File: src/rtl/output_spad_writer_if.sv
// Router-to-SPAD write bundle for output_spad_writer.
// OSW_STALL_CNT_EN adds the o_stall_cycles status bus.
interface output_spad_writer_if #(
  parameter int AW = 8,
  parameter int DW = 16
);
  logic          i_start;
  logic [AW-1:0] i_base_addr;
  logic [AW:0]   i_num_words;
  logic [DW-1:0] i_data;
  logic          i_valid;
  logic          i_wr_ready;
  logic          o_wr_en;
  logic [AW-1:0] o_wr_addr;
  logic [DW-1:0] o_wr_data;
  logic          o_busy;
  logic          o_done;
  logic          o_overflow;
`ifdef OSW_STALL_CNT_EN
  logic [15:0]   o_stall_cycles;
`endif

  modport slave (
    input  i_start, i_base_addr, i_num_words,
    input  i_data, i_valid, i_wr_ready,
    output o_wr_en, o_wr_addr, o_wr_data,
`ifdef OSW_STALL_CNT_EN
    output o_stall_cycles,
`endif
    output o_busy, o_done, o_overflow
  );

  modport master (
    output i_start, i_base_addr, i_num_words,
    output i_data, i_valid, i_wr_ready,
    input  o_wr_en, o_wr_addr, o_wr_data,
`ifdef OSW_STALL_CNT_EN
    input  o_stall_cycles,
`endif
    input  o_busy, o_done, o_overflow
  );
endinterface

File: src/rtl/output_spad_writer.sv
// Buffers router words in a skid FIFO and writes them to the output SPAD.
// OSW_STALL_CNT_EN adds a saturating write-stall cycle counter.
module output_spad_writer #(
  parameter int SPAD_ADDR_WIDTH = 8,
  parameter int SPAD_DATA_WIDTH = 16,
  parameter int FIFO_DEPTH      = 4
) (
  input  logic                 i_clk,
  input  logic                 i_rst,
  output_spad_writer_if.slave  bus
);
  localparam int PW = $clog2(FIFO_DEPTH);
  localparam int AW = SPAD_ADDR_WIDTH;
  localparam int DW = SPAD_DATA_WIDTH;

  typedef enum logic [1:0] {IDLE, RUN, DRAIN, DONE} state_e;

  state_e        state_q, state_d;
  logic [DW-1:0] mem_q [FIFO_DEPTH];
  logic [DW-1:0] mem_d [FIFO_DEPTH];
  logic [PW:0]   wptr_q, wptr_d;
  logic [PW:0]   rptr_q, rptr_d;
  logic [AW-1:0] addr_q, addr_d;
  logic [AW:0]   num_q, num_d;
  logic [AW:0]   acc_q, acc_d;
  logic          ovf_q, ovf_d;
`ifdef OSW_STALL_CNT_EN
  logic [15:0]   stall_q, stall_d;
`endif

  logic empty, full, active, push, pop;

  // Pointers carry one extra wrap bit to tell full from empty.
  assign empty  = (wptr_q == rptr_q);
  assign full   = (wptr_q[PW] != rptr_q[PW]) &&
                  (wptr_q[PW-1:0] == rptr_q[PW-1:0]);
  assign active = (state_q == RUN) || (state_q == DRAIN);
  assign pop    = !empty && bus.i_wr_ready && active;
  assign push   = (state_q == RUN) && bus.i_valid && (!full || pop);

  assign bus.o_wr_en    = pop;
  assign bus.o_wr_addr  = addr_q;
  assign bus.o_wr_data  = mem_q[rptr_q[PW-1:0]];
  assign bus.o_busy     = (state_q != IDLE);
  assign bus.o_done     = (state_q == DONE);
  assign bus.o_overflow = ovf_q;
`ifdef OSW_STALL_CNT_EN
  assign bus.o_stall_cycles = stall_q;
`endif

  always_comb begin
    state_d = state_q;
    mem_d   = mem_q;
    wptr_d  = wptr_q;
    rptr_d  = rptr_q;
    addr_d  = addr_q;
    num_d   = num_q;
    acc_d   = acc_q;
    ovf_d   = ovf_q;
`ifdef OSW_STALL_CNT_EN
    stall_d = stall_q;
    if (active && !empty && !bus.i_wr_ready && stall_q != 16'hFFFF)
      stall_d = stall_q + 16'd1;
`endif
    if (push) begin
      mem_d[wptr_q[PW-1:0]] = bus.i_data;
      wptr_d = wptr_q + (PW+1)'(1);
      acc_d  = acc_q + (AW+1)'(1);
    end
    if (pop) begin
      rptr_d = rptr_q + (PW+1)'(1);
      addr_d = addr_q + AW'(1);
    end
    if (bus.i_valid && !push && active)
      ovf_d = 1'b1;
    unique case (state_q)
      IDLE: if (bus.i_start) begin
        addr_d  = bus.i_base_addr;
        num_d   = bus.i_num_words;
        acc_d   = '0;
        wptr_d  = '0;
        rptr_d  = '0;
        ovf_d   = 1'b0;
`ifdef OSW_STALL_CNT_EN
        stall_d = '0;
`endif
        state_d = (bus.i_num_words == '0) ? DONE : RUN;
      end
      RUN:
        if (push && (acc_q + (AW+1)'(1) == num_q))
          state_d = DRAIN;
      DRAIN: if (empty) state_d = DONE;
      DONE:  state_d = IDLE;
      default: state_d = IDLE;
    endcase
  end

  always_ff @(posedge i_clk or posedge i_rst) begin
    if (i_rst) begin
      state_q <= IDLE;
      for (int i = 0; i < FIFO_DEPTH; i++)
        mem_q[i] <= '0;
      wptr_q  <= '0;
      rptr_q  <= '0;
      addr_q  <= '0;
      num_q   <= '0;
      acc_q   <= '0;
      ovf_q   <= 1'b0;
`ifdef OSW_STALL_CNT_EN
      stall_q <= '0;
`endif
    end else begin
      state_q <= state_d;
      mem_q   <= mem_d;
      wptr_q  <= wptr_d;
      rptr_q  <= rptr_d;
      addr_q  <= addr_d;
      num_q   <= num_d;
      acc_q   <= acc_d;
      ovf_q   <= ovf_d;
`ifdef OSW_STALL_CNT_EN
      stall_q <= stall_d;
`endif
    end
  end
endmodule
File: src/flat_wrapper.sv
// flat-port wrapper written by rule: the top's interface ports become plain ports
module output_spad_writer_flat 
#(
  parameter int SPAD_ADDR_WIDTH = 8,
  parameter int SPAD_DATA_WIDTH = 16,
  parameter int FIFO_DEPTH      = 4
)
  (i_clk, i_rst, bus_i_start, bus_i_base_addr, bus_i_num_words, bus_i_data, bus_i_valid, bus_i_wr_ready, bus_o_wr_en, bus_o_wr_addr, bus_o_wr_data, bus_o_busy, bus_o_done, bus_o_overflow);
  output_spad_writer_if bus_i ();
  input  logic i_clk;
  input  logic i_rst;
  input wire logic [$bits(bus_i.i_start)-1:0] bus_i_start;
  input wire logic [$bits(bus_i.i_base_addr)-1:0] bus_i_base_addr;
  input wire logic [$bits(bus_i.i_num_words)-1:0] bus_i_num_words;
  input wire logic [$bits(bus_i.i_data)-1:0] bus_i_data;
  input wire logic [$bits(bus_i.i_valid)-1:0] bus_i_valid;
  input wire logic [$bits(bus_i.i_wr_ready)-1:0] bus_i_wr_ready;
  output wire logic [$bits(bus_i.o_wr_en)-1:0] bus_o_wr_en;
  output wire logic [$bits(bus_i.o_wr_addr)-1:0] bus_o_wr_addr;
  output wire logic [$bits(bus_i.o_wr_data)-1:0] bus_o_wr_data;
  output wire logic [$bits(bus_i.o_busy)-1:0] bus_o_busy;
  output wire logic [$bits(bus_i.o_done)-1:0] bus_o_done;
  output wire logic [$bits(bus_i.o_overflow)-1:0] bus_o_overflow;
  assign bus_i.i_start = bus_i_start;
  assign bus_i.i_base_addr = bus_i_base_addr;
  assign bus_i.i_num_words = bus_i_num_words;
  assign bus_i.i_data = bus_i_data;
  assign bus_i.i_valid = bus_i_valid;
  assign bus_i.i_wr_ready = bus_i_wr_ready;
  assign bus_o_wr_en = bus_i.o_wr_en;
  assign bus_o_wr_addr = bus_i.o_wr_addr;
  assign bus_o_wr_data = bus_i.o_wr_data;
  assign bus_o_busy = bus_i.o_busy;
  assign bus_o_done = bus_i.o_done;
  assign bus_o_overflow = bus_i.o_overflow;
  output_spad_writer #(.SPAD_ADDR_WIDTH(SPAD_ADDR_WIDTH), .SPAD_DATA_WIDTH(SPAD_DATA_WIDTH), .FIFO_DEPTH(FIFO_DEPTH)) u_core (.i_clk(i_clk), .i_rst(i_rst), .bus(bus_i));
endmodule
File: config.mk
export PLATFORM = sky130hd
export DESIGN_NAME = output_spad_writer_flat
export DESIGN_NICKNAME = d
export VERILOG_FILES = /design/src/rtl/output_spad_writer_if.sv /design/src/rtl/output_spad_writer.sv /design/src/flat_wrapper.sv
export SDC_FILE = /design/constraint.sdc
export NUM_CORES = 1
export LEC_CHECK = 0
export BUFFER_PORTS_ARGS = -buffer_cell sky130_fd_sc_hd__buf_2
export CORE_MARGIN = 5
export CORE_UTILIZATION = 30
export DETAILED_ROUTE_END_ITERATION = 10
export SYNTH_ARGS = -nofsm -noshare
export SYNTH_HDL_FRONTEND = slang
export SYNTH_SLANG_ARGS = --single-unit
File: constraint.sdc
create_clock -name i_clk -period 4.85 [get_ports i_clk]
set_input_delay 0.485 -clock i_clk [delete_from_list [all_inputs] [get_ports i_clk]]
set_output_delay 0.485 -clock i_clk [all_outputs]
set_load 0.02 [all_outputs]
==> flow_metrics.env <==
export IMPL_status="finished, final reports clean"
export IMPL_cts_setup_buffers=0
export IMPL_die_y_um=138
export IMPL_setup_viol=0
export IMPL_fin_nets=503
export IMPL_fin_crit_sh=0.624
export IMPL_holdCritPathClass="in -> async"
export IMPL_vias=3234
export IMPL_synth_cell_types=39
export IMPL_muxShareOfSynthArea=0.234
export IMPL_yosysMostFrequentCell="dfrtp_1"
export IMPL_powerDensity_nw_per_um2=650
export IMPL_cp_end_kind="flop"
export IMPL_min_period_ns=3.03
export IMPL_grt_start_max_net_pins=72
export IMPL_crit_fanout=16
export IMPL_cp_required_ns=5.08
export IMPL_syn_inst=392
export IMPL_overflow=0
export IMPL_synth_seq_area_share=0.507
export IMPL_start_kind="flop"
export IMPL_cts_tree="built"
export IMPL_totalWireLength_um=10600
export IMPL_drtAntennaViolNets=0
export IMPL_start_util=0.307
export IMPL_hpwl_um=7150
export IMPL_placed_cells_incl_taps=658
export IMPL_yosys_top_cells_area="dfrtp_1 51%, mux2_2 15%, mux4_2 7.4%"
export IMPL_finalClockSkew_ns=0.00792
export IMPL_grt_pass1_vias=3356
export IMPL_synth_edf_count=0
export IMPL_slew_viol_final=0
export IMPL_die_w_um=138
export IMPL_yosys_most_used_dff="dfrtp_1"
export IMPL_synth_compound_area_frac=0.0351
export IMPL_max_cap_violations=0
export IMPL_core_sq_um=15900
export IMPL_wl_per_cell_um=15.7
export IMPL_avgViaCountPerCell=4.80
export IMPL_clock_sinks=99
export IMPL_track_usage=0.118
export IMPL_crit_arrival_ns=3.26
export IMPL_place_congestion=0.731
export IMPL_synth_simple_gate_area_frac=0.107
export IMPL_synth_top_area_share=0.507
export IMPL_ys_warnings_count=0
export IMPL_p_leak_nw=2.60
export IMPL_layout_drive_gt1_share=0.380
export IMPL_drcViolationCount=0
export IMPL_areaGrowthSynthToFinish_pct=16.4
export IMPL_netlist_area_sq_um=4890
export IMPL_hold_viol=0
export IMPL_avgSynthCellArea_sq_um=12.5
export IMPL_fin_setup_tns_ns=0
export IMPL_numCtsBuffers=9
export IMPL_met3_usage=0.0354
export IMPL_synth_seq_cells=99
export IMPL_hold_ws_ns=0.325
export IMPL_synthAdderAreaFrac=0.0307
export IMPL_postCtsResizedCells=0
export IMPL_vdd_drop_max_mv=0.251
export IMPL_clockBufferDepth=2
export IMPL_clockRootBuffer="clkbuf_16"
export IMPL_antenna_cells=0
export IMPL_rows=46
export IMPL_grt_use_met2=0.182
export IMPL_rsz0062_at_grt="no"
export IMPL_clk_pin_slew_worst_paths_ns=0.07
export IMPL_clk_latency_ns=0.35
export IMPL_dieArea_sq_um=18900
export IMPL_portBuffers=65
export IMPL_dr_pass1_iters=4
export IMPL_drt_iter0_drc=154
export IMPL_reg2regPathDepth=7
export IMPL_tightestPinTransition_ns=0.923
export IMPL_setup_slack_ns=1.82
export IMPL_ios=66
export IMPL_async_flop_share=1.00
export IMPL_syn_nets=442
export IMPL_dp_worst_setup_slack_ns=1.81
export IMPL_crit_type="reg -> reg"
export IMPL_timing_fmax_mhz=330
export IMPL_synth_top_family_by_area="multiplexers"
export IMPL_grt_first_pass_wirelength_um=17500
export IMPL_globalRoute_busiestLayer="met2"
export IMPL_slew_headroom=0.383
export IMPL_synth_top_cells_by_count="99 x dfrtp_1, 66 x mux2_2, 51 x nand2_1"
export IMPL_cts_hold_repair_buffers=0
export IMPL_stdcell_count=674
export IMPL_use_met1=0.160
export IMPL_synth_xor_xnor_area_share=0.0555
export IMPL_yosysTopAreaCell="dfrtp_1"
export IMPL_antenna_found_initial=0
export IMPL_cts_max_level=3
[through the flow]
| stage | util | cell area (sq um) | power [mW] |
|---|---|---|---|
| after floorplan | - | 4890 | 2.58 |
| after global placement | 0.338 | 5400 | 2.96 |
| after detailed placement | 0.338 | 5400 | 3.02 |
| after CTS | 0.357 | 5690 | 3.75 |
| after global routing | 0.357 | 5690 | 3.96 |
| final | 0.357 | 5690 | 3.70 |
[critical path, stage by stage, from the launching register on]
cell and delay, ns:
dfrtp_1 0.43, inv_1 0.11, ha_1 0.32, nand2_1 0.12, nand4_1 0.13, and3_1 0.58, nand2_1 0.72, mux2_2 0.50
[placed cells by master (no fill, tap or decap), drive strengths merged]
cell type / netlist / routed
a22o: 1 / 1
clkinv: 0 / 2
nor2: 21 / 21
xnor2: 12 / 12
mux4: 16 / 16
a221oi: 1 / 1
and2: 2 / 2
nor3b: 1 / 1
a21oi: 1 / 1
a211oi: 2 / 2
a31oi: 5 / 5
or4: 2 / 2
nand4: 8 / 8
dfrtp: 99 / 99
o21ai: 9 / 9
nor3: 3 / 3
mux2i: 4 / 4
clkbuf: 5 / 9
buf: 14 / 69
o31ai: 1 / 1
nand3: 10 / 10
a31o: 1 / 1
xor2: 19 / 19
a311oi: 2 / 2
ha: 12 / 12
nand2: 52 / 52
mux2: 66 / 66
nor4: 3 / 3
and3: 7 / 7
o2111ai: 1 / 1
nor2b: 2 / 2
inv: 8 / 13
a211o: 1 / 1
nor4b: 1 / 1
[registers in the layout (all words and copies together) (netlist names)]
signal                 count
u_core.num_q               9
u_core.bus.o_wr_addr       8
u_core.wptr_q              3
u_core.bus.o_overflow      1
u_core.state_q             2
u_core.mem_q              64
u_core.acc_q               9
u_core.rptr_q              3
[final cells by class]
cell class / instances / area [sq um]
Fill cell: 1606 / 10300
Sequential cell: 99 / 2480
Multi-Input combinational cell: 266 / 2260
Timing Repair Buffer: 69 / 355
Tap cell: 216 / 270
Clock buffer: 9 / 225
Clock inverter: 7 / 67.6
Inverter: 8 / 32.5
[metal layers]
layer	vias up	wire [um]
met5	-	0
met4	0	134
met3	9	591
met2	72	4980
met1	1643	4860
li1	1510	-
[path summary, 6_finish.rpt]
kind | startpoint | end | slack (ns)
max in group asynchronous | i_rst | u_core.mem_q[8]$_DFFE_PP0P_ | 3.59
min | i_rst | u_core.bus.o_wr_addr[3]$_DFF_PP0_ | 0.32
min in group i_clk | bus_i_base_addr[7] | u_core.bus.o_wr_addr[7]$_DFF_PP0_ | 0.34
max reg2reg | u_core.state_q[1]$_DFFE_PP0P_ | u_core.mem_q[28]$_DFFE_PP0P_ | 1.82
min reg2reg | u_core.mem_q[16]$_DFFE_PP0P_ | u_core.mem_q[16]$_DFFE_PP0P_ | 0.50
max | u_core.state_q[1]$_DFFE_PP0P_ | u_core.mem_q[28]$_DFFE_PP0P_ | 1.82
[kinds of logic (layout without fill, tap and decap cells)]
group | after synthesis | after routing
flops | 99 | 99
compound gates | 25 | 25
mux | 86 | 86
xor+xnor | 31 | 31
buf+inv | 27 | 93
fa+ha+maj | 12 | 12
simple gates | 112 | 112
[power by group]
group	internal (mW)	switching, mW
clock network	0.365	0.344
registers	1.18	0.236
logic	0.748	0.822
total	2.29	1.40
Power figures use the tool's default switching activity.
